**src/rtl/blit_bus_pkg.sv**
```systemverilog
// rtl/blit_bus_pkg.sv - shared types, width codes and lane helpers for the blitter bus responder
//
// Purpose: width code constants, FSM state type and the byte-lane helper functions
//          used by both the request capture path and the read-data alignment path.
// Ports:   none (package)

package blit_bus_pkg;

  localparam logic [3:0] W8  = 4'd0;
  localparam logic [3:0] W16 = 4'd1;
  localparam logic [3:0] W32 = 4'd2;
  localparam logic [3:0] W64 = 4'd3;

  typedef enum logic [2:0] {
    IDLE,
    ISSUE,
    RDWAIT,
    RESP,
    DONE
  } state_t;

  // Byte offset inside the phrase; low address bits below the transfer size
  // are dropped so every access is naturally aligned. Codes above W64 act as 64b.
  function automatic logic [2:0] size_to_off(input logic [3:0] width, input logic [2:0] addr_lo);
    logic [2:0] off;
    case (width)
      W8:      off = addr_lo;
      W16:     off = {addr_lo[2:1], 1'b0};
      W32:     off = {addr_lo[2], 2'b00};
      default: off = 3'd0;
    endcase
    return off;
  endfunction

  function automatic logic [7:0] size_to_be(input logic [3:0] width, input logic [2:0] addr_lo);
    logic [7:0] m;
    case (width)
      W8:      m = 8'h01;
      W16:     m = 8'h03;
      W32:     m = 8'h0F;
      default: m = 8'hFF;
    endcase
    return m << size_to_off(width, addr_lo);
  endfunction

endpackage

```
**src/rtl/blit_bus_responder_if.sv**
```systemverilog
// rtl/blit_bus_responder_if.sv - blitter bus request/response and memory port bundle
//
// Purpose: groups the blitter master handshake and the phrase-wide memory port.
// Ports:   slave  - responder view (takes requests, drives memory port)
//          master - blitter/memory-model view (drives requests, answers memory port)

interface blit_bus_responder_if #(
  parameter int AW = 24
);

  logic          mreq;
  logic          read;
  logic [3:0]    width;
  logic          justify;
  logic [AW-1:0] address;
  logic [63:0]   wdata;
  logic          ack;
  logic [63:0]   rdata;
  logic          rvalid;
  logic          err;
  logic          busy;

  logic          mem_req;
  logic          mem_we;
  logic [AW-4:0] mem_addr;
  logic [7:0]    mem_be;
  logic [63:0]   mem_wdata;
  logic          mem_rdy;
  logic          mem_rvalid;
  logic [63:0]   mem_rdata;

  modport slave (
    input  mreq, read, width, justify, address, wdata,
    input  mem_rdy, mem_rvalid, mem_rdata,
    output ack, rdata, rvalid, err, busy,
    output mem_req, mem_we, mem_addr, mem_be, mem_wdata
  );

  modport master (
    output mreq, read, width, justify, address, wdata,
    output mem_rdy, mem_rvalid, mem_rdata,
    input  ack, rdata, rvalid, err, busy,
    input  mem_req, mem_we, mem_addr, mem_be, mem_wdata
  );

endinterface

```
**src/rtl/blit_lane_align.sv**
```systemverilog
// rtl/blit_lane_align.sv - byte-enable generation and read-data justify/mask
//
// Purpose: combinational lane logic shared by request capture and read return.
// Ports:   width, addr_lo - transfer size code and address[2:0]
//          justify        - 1: shift selected bytes down to bit 0; 0: keep lanes
//          din            - phrase data from memory
//          be             - byte enables for the access
//          dout           - aligned/masked read data

module blit_lane_align
  import blit_bus_pkg::*;
(
  input  logic [3:0]  width,
  input  logic [2:0]  addr_lo,
  input  logic        justify,
  input  logic [63:0] din,
  output logic [7:0]  be,
  output logic [63:0] dout
);

  logic [2:0]  off;
  logic [63:0] lane_mask;
  logic [63:0] size_mask;

  always_comb begin
    be  = size_to_be(width, addr_lo);
    off = size_to_off(width, addr_lo);
    for (int i = 0; i < 8; i++) begin
      lane_mask[8*i +: 8] = {8{be[i]}};
    end
    // Moving the lane mask down by the offset gives an S-byte mask at bit 0.
    size_mask = lane_mask >> {off, 3'b000};
    dout = justify ? ((din >> {off, 3'b000}) & size_mask) : (din & lane_mask);
  end

endmodule

```
**src/rtl/blit_bus_responder.sv**
```systemverilog
// rtl/blit_bus_responder.sv - blitter bus target bridging to a 64-bit phrase memory port
//
// Purpose: captures blitter requests, acks them, issues one memory access and
//          returns read data (or err on timeout).
// Ports:   sys_clk, xreset_n - clock and synchronous active-low reset
//          bus (slave)       - blitter request/response and memory port

module blit_bus_responder
  import blit_bus_pkg::*;
#(
  parameter int AW      = 24,
  parameter int TIMEOUT = 64
) (
  input  logic                   sys_clk,
  input  logic                   xreset_n,
  blit_bus_responder_if.slave    bus
);

  localparam logic [6:0] TMO_LAST = 7'(TIMEOUT - 1);

  state_t        state_q, state_d;
  logic          read_q, read_d;
  logic          justify_q, justify_d;
  logic [3:0]    width_q, width_d;
  logic [AW-1:0] addr_q, addr_d;
  logic [63:0]   wdata_q, wdata_d;
  logic [7:0]    be_q, be_d;
  logic [63:0]   data_q, data_d;
  logic [6:0]    cnt_q, cnt_d;
  logic          ack_q, ack_d;
  logic          rvalid_q, rvalid_d;
  logic          err_q, err_d;
  logic          busy_q, busy_d;
  logic [63:0]   rdata_q, rdata_d;

  logic          sel_live;
  logic [3:0]    al_width;
  logic [2:0]    al_lo;
  logic [7:0]    al_be;
  logic [63:0]   al_dout;

  // In IDLE the aligner looks at the live request to produce byte enables;
  // afterwards it works on the captured fields to shape returning read data.
  assign sel_live = (state_q == IDLE);
  assign al_width = sel_live ? bus.width : width_q;
  assign al_lo    = sel_live ? bus.address[2:0] : addr_q[2:0];

  blit_lane_align u_align (
    .width   (al_width),
    .addr_lo (al_lo),
    .justify (justify_q),
    .din     (bus.mem_rdata),
    .be      (al_be),
    .dout    (al_dout)
  );

  always_comb begin
    state_d   = state_q;
    read_d    = read_q;
    justify_d = justify_q;
    width_d   = width_q;
    addr_d    = addr_q;
    wdata_d   = wdata_q;
    be_d      = be_q;
    data_d    = data_q;
    cnt_d     = cnt_q;
    ack_d     = 1'b0;
    rvalid_d  = 1'b0;
    err_d     = 1'b0;
    rdata_d   = 64'd0;

    unique case (state_q)
      IDLE: begin
        if (bus.mreq) begin
          read_d    = bus.read;
          justify_d = bus.justify;
          width_d   = bus.width;
          addr_d    = bus.address;
          wdata_d   = bus.wdata;
          be_d      = al_be;
          ack_d     = 1'b1;
          cnt_d     = 7'd0;
          state_d   = ISSUE;
        end
      end
      ISSUE: begin
        // mem_rdy is tested first so it beats a same-cycle timeout.
        if (bus.mem_rdy) begin
          cnt_d   = 7'd0;
          state_d = read_q ? RDWAIT : DONE;
        end else if (cnt_q == TMO_LAST) begin
          err_d    = 1'b1;
          rvalid_d = read_q;
          state_d  = IDLE;
        end else begin
          cnt_d = cnt_q + 7'd1;
        end
      end
      RDWAIT: begin
        if (bus.mem_rvalid) begin
          data_d  = al_dout;
          state_d = RESP;
        end else if (cnt_q == TMO_LAST) begin
          err_d    = 1'b1;
          rvalid_d = 1'b1;
          state_d  = IDLE;
        end else begin
          cnt_d = cnt_q + 7'd1;
        end
      end
      RESP: begin
        rvalid_d = 1'b1;
        rdata_d  = data_q;
        state_d  = IDLE;
      end
      DONE: begin
        state_d = IDLE;
      end
      default: begin
        state_d = IDLE;
      end
    endcase

    // Responses are registered, so busy stays up through the cycle that
    // presents rvalid/err and drops on the one after.
    busy_d = (state_d != IDLE) | rvalid_d | err_d;
  end

  always_ff @(posedge sys_clk) begin
    if (!xreset_n) begin
      state_q   <= IDLE;
      read_q    <= 1'b0;
      justify_q <= 1'b0;
      width_q   <= 4'd0;
      addr_q    <= '0;
      wdata_q   <= 64'd0;
      be_q      <= 8'd0;
      data_q    <= 64'd0;
      cnt_q     <= 7'd0;
      ack_q     <= 1'b0;
      rvalid_q  <= 1'b0;
      err_q     <= 1'b0;
      busy_q    <= 1'b0;
      rdata_q   <= 64'd0;
    end else begin
      state_q   <= state_d;
      read_q    <= read_d;
      justify_q <= justify_d;
      width_q   <= width_d;
      addr_q    <= addr_d;
      wdata_q   <= wdata_d;
      be_q      <= be_d;
      data_q    <= data_d;
      cnt_q     <= cnt_d;
      ack_q     <= ack_d;
      rvalid_q  <= rvalid_d;
      err_q     <= err_d;
      busy_q    <= busy_d;
      rdata_q   <= rdata_d;
    end
  end

  assign bus.ack       = ack_q;
  assign bus.rvalid    = rvalid_q;
  assign bus.err       = err_q;
  assign bus.busy      = busy_q;
  assign bus.rdata     = rdata_q;
  assign bus.mem_req   = (state_q == ISSUE);
  assign bus.mem_we    = (state_q == ISSUE) & ~read_q;
  assign bus.mem_addr  = addr_q[AW-1:3];
  assign bus.mem_be    = be_q;
  assign bus.mem_wdata = wdata_q;

endmodule

```
**src/flat_wrapper.sv**
```systemverilog
// flat-port wrapper written by rule: the top's interface ports become plain ports
module blit_bus_responder_flat import blit_bus_pkg::*;
#(
  parameter int AW      = 24,
  parameter int TIMEOUT = 64
)
  (sys_clk, xreset_n, bus_mreq, bus_read, bus_width, bus_justify, bus_address, bus_wdata, bus_mem_rdy, bus_mem_rvalid, bus_mem_rdata, bus_ack, bus_rdata, bus_rvalid, bus_err, bus_busy, bus_mem_req, bus_mem_we, bus_mem_addr, bus_mem_be, bus_mem_wdata);
  blit_bus_responder_if #(.AW(AW)) bus_i ();
  input  logic sys_clk;
  input  logic xreset_n;
  input wire logic [$bits(bus_i.mreq)-1:0] bus_mreq;
  input wire logic [$bits(bus_i.read)-1:0] bus_read;
  input wire logic [$bits(bus_i.width)-1:0] bus_width;
  input wire logic [$bits(bus_i.justify)-1:0] bus_justify;
  input wire logic [$bits(bus_i.address)-1:0] bus_address;
  input wire logic [$bits(bus_i.wdata)-1:0] bus_wdata;
  input wire logic [$bits(bus_i.mem_rdy)-1:0] bus_mem_rdy;
  input wire logic [$bits(bus_i.mem_rvalid)-1:0] bus_mem_rvalid;
  input wire logic [$bits(bus_i.mem_rdata)-1:0] bus_mem_rdata;
  output wire logic [$bits(bus_i.ack)-1:0] bus_ack;
  output wire logic [$bits(bus_i.rdata)-1:0] bus_rdata;
  output wire logic [$bits(bus_i.rvalid)-1:0] bus_rvalid;
  output wire logic [$bits(bus_i.err)-1:0] bus_err;
  output wire logic [$bits(bus_i.busy)-1:0] bus_busy;
  output wire logic [$bits(bus_i.mem_req)-1:0] bus_mem_req;
  output wire logic [$bits(bus_i.mem_we)-1:0] bus_mem_we;
  output wire logic [$bits(bus_i.mem_addr)-1:0] bus_mem_addr;
  output wire logic [$bits(bus_i.mem_be)-1:0] bus_mem_be;
  output wire logic [$bits(bus_i.mem_wdata)-1:0] bus_mem_wdata;
  assign bus_i.mreq = bus_mreq;
  assign bus_i.read = bus_read;
  assign bus_i.width = bus_width;
  assign bus_i.justify = bus_justify;
  assign bus_i.address = bus_address;
  assign bus_i.wdata = bus_wdata;
  assign bus_i.mem_rdy = bus_mem_rdy;
  assign bus_i.mem_rvalid = bus_mem_rvalid;
  assign bus_i.mem_rdata = bus_mem_rdata;
  assign bus_ack = bus_i.ack;
  assign bus_rdata = bus_i.rdata;
  assign bus_rvalid = bus_i.rvalid;
  assign bus_err = bus_i.err;
  assign bus_busy = bus_i.busy;
  assign bus_mem_req = bus_i.mem_req;
  assign bus_mem_we = bus_i.mem_we;
  assign bus_mem_addr = bus_i.mem_addr;
  assign bus_mem_be = bus_i.mem_be;
  assign bus_mem_wdata = bus_i.mem_wdata;
  blit_bus_responder #(.AW(AW), .TIMEOUT(TIMEOUT)) u_core (.sys_clk(sys_clk), .xreset_n(xreset_n), .bus(bus_i));
endmodule
```
**config.mk**
```make
export PLATFORM = sky130hd
export DESIGN_NAME = blit_bus_responder_flat
export DESIGN_NICKNAME = d
export VERILOG_FILES = /design/src/rtl/blit_bus_pkg.sv /design/src/rtl/blit_bus_responder_if.sv /design/src/rtl/blit_lane_align.sv /design/src/rtl/blit_bus_responder.sv /design/src/flat_wrapper.sv
export SDC_FILE = /design/constraint.sdc
export NUM_CORES = 1
export LEC_CHECK = 0
export BUFFER_PORTS_ARGS = -buffer_cell sky130_fd_sc_hd__buf_2
export CAP_MARGIN = 20
export CELL_PAD_IN_SITES_DETAIL_PLACEMENT = 0
export CELL_PAD_IN_SITES_GLOBAL_PLACEMENT = 2
export CORE_MARGIN = 2
export CORE_UTILIZATION = 29
export CTS_CLUSTER_SIZE = 25
export DETAILED_ROUTE_END_ITERATION = 16
export PLACE_DENSITY = 0.81
export SLEW_MARGIN = 20
export SYNTH_ARGS = -nofsm -noshare
export SYNTH_HDL_FRONTEND = slang
export SYNTH_SLANG_ARGS = --single-unit
```
**constraint.sdc**
```tcl
create_clock -name sys_clk -period 2.9 [get_ports sys_clk]
set_input_delay 0.435 -clock sys_clk [delete_from_list [all_inputs] [get_ports sys_clk]]
set_output_delay 0.435 -clock sys_clk [all_outputs]
set_load 0.05 [all_outputs]
```
* Yosys cells after proc, flatten, opt, wreduce, memory -nomap -nowiden
Index checks and enable logic that the tools add are counted.
** Word-level totals
- Flip-flop bits (word level) :: 244
- Bits of input ports :: 163
- Output and inout bits :: 163
- Word-level logic and storage cells :: 65
** Cells by class
- Add/subtract/negate cells :: 1
- Eq/ne operators :: 8
- Shift-type cells :: 3
- Mux-type cells :: 24
- Bitwise logic cells :: 6
- Reduce and logical (&&, ||, !) cells :: 9
** Operators with widths (number)
- 64-bit bitwise AND :: 2
- 64-bit by 6-bit right shift with 64-bit output :: 2
- 64-bit 2-to-1 mux :: 1
- 7-bit 2-to-1 mux :: 4
- 8-bit one-hot mux with 3 select lines :: 1
- 7-bit one-hot mux with 3 select lines :: 1
- 3-bit 2-to-1 mux :: 6
- 3-bit one-hot mux with 3 select lines :: 2
- 2-bit AND reduction :: 4
- 8-bit by 3-bit left shift with 8-bit output :: 1
- 7-bit by 1-bit adder with 7-bit output (second input constant) :: 1
- 7-bit by 6-bit == test with 1-bit output (second input constant) :: 1
- 3-bit by 2-bit == test with 1-bit output (second input constant) :: 2
- 1-bit 2-to-1 mux :: 6
- 3-bit nonzero test :: 2
- 4-bit by 1-bit == test with 1-bit output (second input constant) :: 1
- 4-bit by 2-bit == test with 1-bit output (second input constant) :: 1
- 4-bit logical NOT :: 1
- 4-bit 2-to-1 mux :: 1
- 2-bit != test (second input constant) :: 2
- 3-bit by 1-bit == test with 1-bit output (second input constant) :: 1
- 3-bit logical NOT :: 1
- 1-bit one-hot mux with 3 select lines :: 1
- 3-bit AND reduction :: 1
- 4 further kinds :: 5

* Depth between registers and ports, before layout
Gate-level depths: netlist of the first run.
- Word-level depth :: 8
- Depth in mapped cells :: 10
- Mapped depth without buffers :: 7

* By module
From an unflattened synthesis of the first run, not the netlist that was laid out.
** Unflattened totals
- Cells, all modules :: 1316
- Area total of the unflattened synthesis :: 10754.1 µm²
** By module, submodules not included
- blit_bus_responder :: instances 1, cells each 969, area each 8424.3 µm², seq. area each 4884.7 µm²
- blit_lane_align :: instances 1, cells each 347, area each 2329.7 µm², seq. area each 0.0 µm²

* Worst setup path after synthesis of the first run
No wires, ideal clock.
- Path type :: input to register
- Start :: input bus_width[0]
- End :: register u_core.data_q[53]
- Setup time :: 0.123 ns
- Data arrival time :: 2.137 ns
- Required time :: 2.777 ns
- Path slack :: 0.640 ns
- Stages :: 9
- Buffers on the path :: 3
- Cells stage by stage :: buf_2 nor4_1 nand4b_1 and2_1 buf_4 buf_4 mux2_2 a221oi_1 nor2_1
** Between the ends
- Word-level cells in the longest chain between the ends :: 7
- Elaborated cells on any way between the ends :: 12
- Classes of those cells :: eq/ne: 2; shift: 3; mux: 4; bitwise: 2; reduce/logical: 1
** RTL lines
- from (decl) :: line flat_wrapper.sv:13 : input wire logic [$bits(bus_i.width)-1:0] bus_width;
- 4-bit 2-to-1 mux * :: line blit_bus_responder.sv:45 : assign al_width = sel_live ? bus.width : width_q;
- 4-bit by 2-bit == test with 1-bit output, or another cell as far along :: line blit_bus_pkg.sv:26, blit_bus_pkg.sv:37
- 8-bit one-hot mux with 3 select lines or 3-bit one-hot mux with 3 select lines (tied branches) :: line blit_bus_pkg.sv:37, blit_bus_pkg.sv:26
- 8-bit by 3-bit left shift with 8-bit output :: line blit_bus_pkg.sv:43 : return m << size_to_off(width, addr_lo);
- 64-bit by 6-bit right shift with 64-bit output :: line blit_lane_align.sv:32 : size_mask = lane_mask >> {off, 3'b000};
- 64-bit bitwise AND :: line blit_lane_align.sv:33 : dout = justify ? ((din >> {off, 3'b000}) & size_mask) : (din & lane_mask);
- 64-bit 2-to-1 mux * :: line blit_lane_align.sv:33
- to (signal assigned) :: line blit_bus_responder.sv:153 : data_q <= data_d;
- to (decl) :: line blit_bus_responder.sv:28 : logic [63:0] data_q, data_d;
Every way passes the cells marked *; elsewhere a longest branch is shown, timed or not.
A chain may end at the register's enable or synchronous reset.

* Worst setup path in the final report of the first run
- Start :: register u_core.state_q[2]
- End :: register u_core.data_q[12]
** Between the ends
- Word-level cells in the longest chain between the ends :: 8
- Elaborated cells on any way between the ends :: 16
- Classes of those cells :: eq/ne: 3; shift: 3; mux: 5; bitwise: 2; reduce/logical: 3
** RTL lines
- from (decl) :: line blit_bus_responder.sv:21 : state_t state_q, state_d;
- from (signal assigned) :: line blit_bus_responder.sv:146 : state_q <= state_d;
- 3-bit logical NOT :: line blit_bus_responder.sv:44 : assign sel_live = (state_q == IDLE);
- 4-bit 2-to-1 mux :: line blit_bus_responder.sv:45
- 4-bit by 2-bit == test with 1-bit output, or another cell as far along :: line blit_bus_pkg.sv:26, blit_bus_pkg.sv:37
- 8-bit one-hot mux with 3 select lines or 3-bit one-hot mux with 3 select lines (tied branches) :: line blit_bus_pkg.sv:37, blit_bus_pkg.sv:26
- 8-bit by 3-bit left shift with 8-bit output :: line blit_bus_pkg.sv:43
- 64-bit by 6-bit right shift with 64-bit output :: line blit_lane_align.sv:32
- 64-bit bitwise AND :: line blit_lane_align.sv:33
- 64-bit 2-to-1 mux :: line blit_lane_align.sv:33
Parallel ways exist; a longest one is shown, timed or not.

==> impl_results.md, run 1 <==
- I/O Buffers: around 330
- First-pass GRT wire length: 56.8 mm
- Worst Skew: approximately 0.0094 ns
- Fin cells: 1,999
- RSZ-0062 raised after global routing: false
- Worst skew pair latency: 0.54 ns
- CTS root buf: clkbuf_16
- Post-synthesis cell type count: a little under 60
- 1st-iter DRT viols: 803
- Synth area leaders: dfxtp_1 47%, nand2_1 10%, a21oi_1 5.9%, and2_1 4.6%, mux2i_1 3.0%
- Number of fill cells: 3,718
- Final setup TNS: 0 ns
- Per-instance average area after synthesis: 8.38 µm²
- Mapped Nets: roughly 1,400
- Most frequent cells in the layout: 325 x buf_2, 273 x nand2_1, 244 x dfxtp_1
- # IOs: roughly 330
- CTS buffer count: 29
- Status: finished, final reports clean
- Top cell type's share of synthesized area: between 40% and 50%
- Reg2Reg Depth: 7
- Minimum hold slack: between 0.1 and 0.15 ns
- Diodes inserted: 0
- Clock-pin slew on the worst setup and hold paths: 0.06 ns
- Vias in the first global route: 9,778
- Share of cells above drive strength 1: 28.5%
- Post-route DRC: 0
- Clk buf depth: 3
- Most common cell after layout, fill and taps aside: buf_2
- Postcts setup bufs: 0
- Max Fclk: 400 MHz
- Crit end category: flop
- Sink Count: around 240
- Hold-fix buffers, CTS: 0
- Detailed Routing Iterations Pass 1: 5
- Crit Path Max Fanout: 19
- Die area: 37,100 µm²
- Routed wl met2: 17.1 mm
- CP Launch Type: flop
- Placed Cells: 1,948
- Final hold viol count: 0
- DR WL/cell: 19.0 µm
- Die W: between 150 and 200 µm
- Top Metal Used: met5
- Die Y: between 150 and 200 µm
- Largest net degree at the start of global routing: 119
- Mapped Area: 10,300 µm²
- Worst hold path type: in2reg
- H-tree Lvls: 1
- Maxcap violations: 0
- Initial core utilization: 29.2%
- Largest area contributor in the netlist: dfxtp_1
- Row Count: 69
- Post-CTS sizing: 0
- Register area share after synthesis: 47.4%
- Synth Warn #: 0
- Number of synthesized register bits: between 200 and 250
- Met1 wire length: 15.9 mm
- Layout Nets: between 1,500 and 2,000
- Placer Congestion: ~0.87
- Worst Tran Pin Value: 1.01 ns
- EDFF count, synth: 0
- PwrDens: 643 nW/µm²
- CTS tree: yes
- CP arrival: 2.98 ns
- Final-report setup violation count: 0
- Post-route minimum period: ~2.5 ns
- Met3 wire len: 3.55 mm
- Gr usage total: 19.8%
- Worst path required time: ~3.4 ns
- Gr ovfl total: 0
- Placeable Area: approximately 35,000 µm²
- Slew margin rel.: about a third
- Antenna-violating nets left: 0
- Synth Instances: 1,230
- Synth Flop Type: dfxtp_1
- Antenna violations before repair: 2
- Pins Over Slew Limit: 0
- Vias per inst: 5.04
- Via count: 10,065
- Layout area overhead: 29.3%
- Final wirelength: around 38 mm
- WHS Path Cells: 3
- Detail Placement HPWL: 27.9 mm
- Static Leak: between 5 and 6 nW
- Ys async rst share: 0%
- Final worst-path cycle share: 86.1%
- Maximum VDD drop: 476 µV
- CP Class: reg2reg
[layout make-up]
class	instances	area (µm²)	area share, %
inverter	6	25.0	0.188
tap	461	577	4.33
clock buffer	38	790	5.92
timing repair buffer	365	1990	14.9
multi-input combinational	872	4880	36.6
clock inverter	13	179	1.34
sequential	244	4880	36.7
[stage by stage]
step,cell area (µm²),util (%),setup slack [ns],total power (W)
final,13300,37.7,0.402,0.00857
after global routing,13300,37.7,0.133,0.00891
after CTS,13300,37.7,0.405,0.00866
after detailed placement,12400,35.0,0.216,0.00492
after global placement,12400,35.0,0.256,0.00491
after floorplan,10300,-,0.640,0.00445
[cells in the mapped netlist, drive strengths merged (10+ instances only)]
cell type,count
clkbuf,70
nor2,69
o21ai,44
mux2i,31
o2bb2ai,13
a22o,10
dfxtp,244
nand2,274
a21oi,123
and2,76
nand2b,20
a32o,11
nand3,34
nor3,15
mux2,10
buf,38
a22oi,20
a221oi,22
[critical path, stage by stage, from the launching register on]
cell	delay (ns)
dfxtp_1	0.31
or3_1	0.40
buf_4	0.22
mux2_4	0.46
a21oi_2	0.42
o2bb2ai_1	0.22
o2111ai_1	0.19
a31oi_1	0.21
[registers in the layout, summed over array words and instances, names as in the netlist]
signal and count:
u_core.bus.rvalid 1, u_core.addr_q 24, u_core.data_q 64, u_core.state_q 3
u_core.bus.ack 1, u_core.justify_q 1, u_core.bus.mem_be 8, u_core.bus.mem_wdata 64
u_core.bus.err 1, u_core.bus.rdata 64, u_core.read_q 1, u_core.bus.busy 1
u_core.width_q 4, u_core.cnt_q 7
[final timing paths]
| kind | start | end | slack, ns |
|---|---|---|---|
| worst max-delay path | u_core.state_q[2]$_SDFF_PN0_ | u_core.data_q[12]$_SDFFE_PN0P_ | 0.40 |
| worst max register to register | u_core.state_q[2]$_SDFF_PN0_ | u_core.data_q[12]$_SDFFE_PN0P_ | 0.40 |
| worst min register to register | u_core.data_q[40]$_SDFFE_PN0P_ | u_core.data_q[40]$_SDFFE_PN0P_ | 0.43 |
| worst min-delay path | bus_wdata[0] | u_core.bus.mem_wdata[0]$_SDFFE_PN0P_ | 0.13 |
[where the power goes]
group          switching (W)  internal, W
logic               0.000935     0.000378
clock network        0.00146      0.00226
registers          0.0000680      0.00346
[per-layer routing]
metal / up-vias / global-route usage, %
met5: - / 0
met4: 4 / 7.19
met3: 73 / 5.58
met2: 424 / 32.1
met1: 4739 / 24.9
li1: 4825 / -
[cell families after synthesis]
family / synth area share [%]
flops: 47.4
compound gates: 20.1
simple gates: 22.4
fa+ha+maj: 0.121
buf+inv: 5.44
xor+xnor: 0.425
mux: 4.14
No activity file was read; power rests on OpenSTA's default activity.
==> run 2, diff against run 1 <==
Settings changed: MAX_ROUTING_LAYER set to met4.
==> impl_results.md, run 2 (synthesis gave the netlist of run 1 again) <==
- CTS tree: yes
- First-pass GRT wire length: 56.6 mm (-0.36%)
- Crit Path Max Fanout: 19 (unchanged)
- Crit end category: flop
- Worst hold path type: in2reg
- Pins Over Slew Limit: 0 (unchanged)
- Logic pwr share: 15.3% (about the same)
- Sink Count: 244 (unchanged)
- Antenna violations before repair: 2 (unchanged)
- CTS buffer count: 29 (unchanged)
- Final setup TNS: 0 ns (unchanged)
- Detail Placement HPWL: 27.9 mm (unchanged)
- Final-report setup violation count: 0 (unchanged)
- Post-CTS sizing: 0 (unchanged)
- Post-route minimum period: 2.49 ns (-0.00426 ns)
- Die area: 37,100 µm² (unchanged)
- RSZ-0062 raised after global routing: false
- Fin cells: 2,001 (+0.10%)
- Cells along the critical path: or3_1 > buf_4 > mux2_4 > a21oi_2 > o2bb2ai_1 > o2111ai_1 > a31oi_1
- Initial core utilization: 29.2% (unchanged)
- Final wirelength: 38.1 mm (+0.25%)
- H-tree Lvls: 1 (unchanged)
- Worst path required time: 3.37 ns (about the same)
- Vias per inst: 5.01 (-0.45%)
- Most common cell after layout, fill and taps aside: buf_2
- Clock power frac: 43.5% (about the same)
- Final worst-path cycle share: 86.0% (-0.15 points)
- Die W: 193 µm (unchanged)
- Switch Pwr: 0.00247 W (+0.15%)
- Row Count: 69 (unchanged)
- Clk buf depth: 3 (unchanged)
- Worst skew pair latency: 0.54 ns (about the same)
- Layout Utilization: 37.8% (about the same)
- Met2 GRT Util: 32.0% (-0.097 points)
- Minimum hold slack: 0.125 ns (-0.000700 ns)
- Hold-fix buffers, CTS: 0 (unchanged)
- Placed Cells: 1,948 (unchanged)
- # IOs: 326 (unchanged)
- Slew margin rel.: 32.9% (+0.83 points)
- CP Launch Type: flop
- Maxcap violations: 0 (unchanged)
- CP arrival: 2.97 ns (about the same)
- Layout Nets: 1,682 (unchanged)
- I/O Buffers: 325 (unchanged)
- CTS root buf: clkbuf_16
- Gr ovfl total: 0 (unchanged)
- Max Fclk: 401 MHz (+0.17%)
- Placer Congestion: 0.889 (+1.7%)
- Grt met3 use: 4.82% (-0.76 points)
- Share of cells above drive strength 1: 28.5% (unchanged)
- Switching fraction of total power: 28.8% (+0.030 points)
- Largest net degree at the start of global routing: 119 (unchanged)
- Postcts setup bufs: 0 (unchanged)
- Slowest stage delay, CP: 0.46 ns (about the same)
- Status: finished, final reports clean
- Clock-pin slew on the worst setup and hold paths: 0.06 ns (about the same)
- Tot Pwr: 0.00857 W (about the same)
- Antenna-violating nets left: 0 (unchanged)
- Global Route met1 Usage: 25.4% (+0.51 points)
- Post-route DRC: 0 (unchanged)
- Worst Tran Pin Value: 0.999 ns (-0.0123 ns)
- DR WL/cell: 19.0 µm (+0.15%)
- Gr usage total: 20.3% (+0.56 points)
- PwrDens: 643 nW/µm² (about the same)
- Worst Skew: 0.00877 ns (-0.000683 ns)
- Placeable Area: 35,300 µm² (unchanged)
- Sequential group share of total power: 41.2% (about the same)
- Most frequent cells in the layout: 325 x buf_2, 273 x nand2_1, 244 x dfxtp_1
- 1st-iter DRT viols: 788 (-1.9%)
- Detailed Routing Iterations Pass 1: 5 (unchanged)
- Via count: 10,030 (-0.35%)
- GRT busiest layer: met2
- Maximum VDD drop: 476 µV (about the same)
- Die Y: 193 µm (unchanged)
- Final hold viol count: 0 (unchanged)
- Vias in the first global route: 9,815 (+0.38%)
- Static Leak: 5.90 nW (about the same)
- Pint: 0.00610 W (about the same)
- Critical-path top delay cell: mux2_4
- Layout area overhead: 29.3% (about the same)
- CP Class: reg2reg
[run 2: cell types whose count changed in the layout (fill, tap and decap cells not counted)]
cell     delta
diode_2     +2
[run 2: path summary, 6_finish.rpt]
| check | from | end | slack (ns) | cells after the start |
|---|---|---|---|---|
| worst max register to register | u_core.state_q[2]$_SDFF_PN0_ | u_core.data_q[12]$_SDFFE_PN0P_ | 0.41 | 7 |
| worst min-delay path | bus_wdata[8] | u_core.bus.mem_wdata[8]$_SDFFE_PN0P_ | 0.12 | 3 |
| worst min register to register | u_core.data_q[40]$_SDFFE_PN0P_ | u_core.data_q[40]$_SDFFE_PN0P_ | 0.43 | 2 |
| worst max-delay path | u_core.state_q[2]$_SDFF_PN0_ | u_core.data_q[12]$_SDFFE_PN0P_ | 0.41 | 7 |
[run 2: power by group through the flow]
| stage | registers (W) | logic [W] | clock network [W] |
|---|---|---|---|
| floorplan | 0.00384 | 0.000611 | 0 |
| detailed placement | 0.00360 | 0.00131 | 0 |
| finish | 0.00353 | 0.00131 | 0.00373 |
| global placement | 0.00360 | 0.00131 | 0 |
| CTS | 0.00353 | 0.00132 | 0.00382 |
| global route | 0.00354 | 0.00141 | 0.00396 |
[run 2: routing by layer]
metal,up-vias,share of wire (%)
li1,4832,-
met3,65,8.1
met4,0,3.5
met5,-,0
met1,4721,43
met2,412,45
[run 2: metrics by stage]
stage               cell area [µm²]  setup WS [ns]
floorplan                     10300          0.640
global placement              12400          0.256
detailed placement            12400          0.216
CTS                           13300          0.405
global route                  13300          0.133
finish                        13300          0.406
[run 2: worst max-delay path, delay by kind of cell, from the launching register on]
kind	cells	cell delay [ns]
multiplexers	1	0.46
flip-flops	1	0.31
AO/OA/AOI/OAI	4	1.03
buffers and inverters	1	0.22
AND/OR/NAND/NOR	1	0.40
[run 2: area by class of cell]
type | count | area, µm²
clock inverters | 13 | 179
inverters | 6 | 25.0
multi-input cells | 872 | 4880
diodes | 2 | 5.00
fillers | 3718 | 22000
well taps | 461 | 577
flip-flops and latches | 244 | 4880
repair buffers | 365 | 1990
clock buffers | 38 | 790
==> run 3, diff against run 2 <==
Settings changed: CORE_UTILIZATION 29 to 31, PLACE_DENSITY 0.81 to 0.85.
Clock period 2.9 ns to 3 ns, I/O delays scaled along.
==> impl_results.md, run 3 (synthesis gave the netlist of run 1 again) <==
- Gr ovfl total: 0 (unchanged)
- Placed Cells: 1,928 (-1.0%)
- 1st-iter DRT viols: 735 (-6.7%)
- Layout area overhead: 29.6%
- CP Launch Type: flop
- Minimum hold slack: 0.130 ns (+0.00543 ns)
- Delay-heaviest family, CP: simple AND/OR/NAND/NOR gates
- Worst Skew: 0.00836 ns (-0.000403 ns)
- Static Leak: 5.92 nW (+0.31%)
- Fin cells: 1,985 (-0.80%)
- CP Class: reg2reg
- Vias in the first global route: 9,838 (+0.23%)
- Maxcap violations: 0 (unchanged)
- Vias per inst: 5.09 (+1.5%)
- Layout Utilization: 41.0% (+3.2 points)
- Worst path required time: 3.41 ns (+0.04 ns)
- Initial core utilization: 31.6% (+2.4 points)
- Share of cells above drive strength 1: 28.9% (+0.33 points)
- Placer Congestion: 0.906 (+1.9%)
- Die area: 34,700 µm² (-6.3%)
- Row Count: 66 (-4.3%)
- Critical-path top delay cell: dfxtp_1
- Final setup TNS: 0 ns (unchanged)
- I/O Buffers: 325 (unchanged)
- Largest net degree at the start of global routing: 119 (unchanged)
- Antenna violations before repair: 5 (+3)
- Die Y: 186 µm (-3.2%)
- Slowest stage delay, CP: 0.56 ns (+0.10 ns)
- Placeable Area: 32,600 µm² (-7.6%)
- Final worst-path cycle share: 88.0% (+2.0 points)
- Crit Path Max Fanout: 20 (+1)
- RSZ-0062 raised after global routing: false
- Layout Nets: 1,680 (-0.12%)
- DR WL/cell: 19.0 µm (-0.12%)
- H-tree Lvls: 1 (unchanged)
- Most common cell after layout, fill and taps aside: buf_2
- CTS tree: yes
- Detailed Routing Iterations Pass 1: 5 (unchanged)
- Most frequent cells in the layout: 325 x buf_2, 273 x nand2_1, 244 x dfxtp_1
- Met3 wire len: 3.24 mm (+4.7%)
- Post-CTS sizing: 0 (unchanged)
- Via count: 10,100 (+0.70%)
- WHS Path Cells: 3 (unchanged)
- Worst reg-to-reg setup slack: 0.36 ns (-0.05 ns)
- Tot Pwr: 0.00851 W (-0.76%)
- Final-report setup violation count: 0 (unchanged)
- Status: finished, final reports clean
- Detail Placement HPWL: 27.6 mm (-1.0%)
- # IOs: 326 (unchanged)
- Max Fclk: 379 MHz (-5.6%)
- Antenna-violating nets left: 0 (unchanged)
- Final wirelength: 37.7 mm (-0.92%)
- Crit end category: flop
- Post-route minimum period: 2.64 ns (+0.147 ns)
- Met1 wire length: 15.7 mm (-4.7%)
- Cells along the critical path: or3_1 > nand3_1 > nand2_1 > buf_12 > mux2_2 > a21oi_1 > o22ai_1
- Sink Count: 244 (unchanged)
- Final hold viol count: 0 (unchanged)
- Maximum VDD drop: 502 µV (+5.5%)
- Top Metal Used: met4
- CTS buffer count: 28 (-3.4%)
- Worst Tran Pin Value: 1.18 ns (+0.181 ns)
- Slew margin rel.: 20.7% (-12 points)
- Worst skew pair latency: 0.55 ns (about the same)
- First-pass GRT wire length: 57.8 mm (+2.1%)
- Post-route DRC: 0 (unchanged)
- Number of fill cells: 3,411 (-8.3%)
- Reg2Reg Depth: 7 (unchanged)
- Die W: 186 µm (-3.2%)
- Pins Over Slew Limit: 0 (unchanged)
- CTS root buf: clkbuf_16
- Crit path buffers/inverters: 1 (unchanged)
- CP arrival: 3.05 ns (+0.08 ns)
- Routed wl met2: 17.4 mm (+1.6%)
- Gr usage total: 21.7% (+1.4 points)
- Hold-fix buffers, CTS: 0 (unchanged)
- Worst hold path type: in2reg
- Critical path depth: 7 (unchanged)
- Clk buf depth: 3 (unchanged)
- Clock-pin slew on the worst setup and hold paths: 0.06 ns (about the same)
- PwrDens: 637 nW/µm² (-0.96%)
- Postcts setup bufs: 0 (unchanged)
==> run 3: path summary, 6_finish.rpt <==
check / startpoint / end
min: bus_wdata[6] / u_core.bus.mem_wdata[6]$_SDFFE_PN0P_
min reg2reg: u_core.data_q[44]$_SDFFE_PN0P_ / u_core.data_q[44]$_SDFFE_PN0P_
max reg2reg: u_core.state_q[1]$_SDFF_PN0_ / u_core.data_q[18]$_SDFFE_PN0P_
max: u_core.state_q[1]$_SDFF_PN0_ / u_core.data_q[18]$_SDFFE_PN0P_
==> run 3: final cells by class <==
| cell class | instances | area, µm² | share of cell area [%] |
|---|---|---|---|
| Clock buffer | 38 | 840 | 6.29 |
| Antenna cell | 5 | 12.5 | 0.0937 |
| Sequential cell | 244 | 4880 | 36.6 |
| Clock inverter | 14 | 214 | 1.60 |
| Inverter | 6 | 23.8 | 0.178 |
| Tap cell | 442 | 553 | 4.14 |
| Timing Repair Buffer | 364 | 1940 | 14.6 |
| Multi-Input combinational cell | 872 | 4890 | 36.6 |
==> run 3: layer usage <==
layer / global-route usage, % / vias to the layer above
met4: 7.02 / 0
met3: 5.81 / 76
met5: - / -
met1: 26.4 / 4736
met2: 34.9 / 444
li1: - / 4844
==> run 3: where the power goes <==
group | switching [W] | internal (W) | total [W]
logic | 0.000903 | 0.000361 | 0.00126
registers | 0.0000600 | 0.00335 | 0.00341
clock network | 0.00145 | 0.00239 | 0.00384
==> run 3: metrics by stage <==
| stage | instance area [µm²] | setup slack [ns] |
|---|---|---|
| CTS | 13300 | 0.352 |
| global route | 13400 | 0.151 |
| global placement | 12300 | 0.410 |
| detailed placement | 12300 | 0.366 |
| floorplan | 10300 | 0.725 |
| finish | 13400 | 0.360 |
==> run 3: worst reg2reg max path, stage by stage (launching register included) <==
cell and delay, ns:
dfxtp_1 0.56, or3_1 0.52, nand3_1 0.23, nand2_1 0.17, buf_12 0.17, mux2_2 0.36
a21oi_1 0.34, o22ai_1 0.15
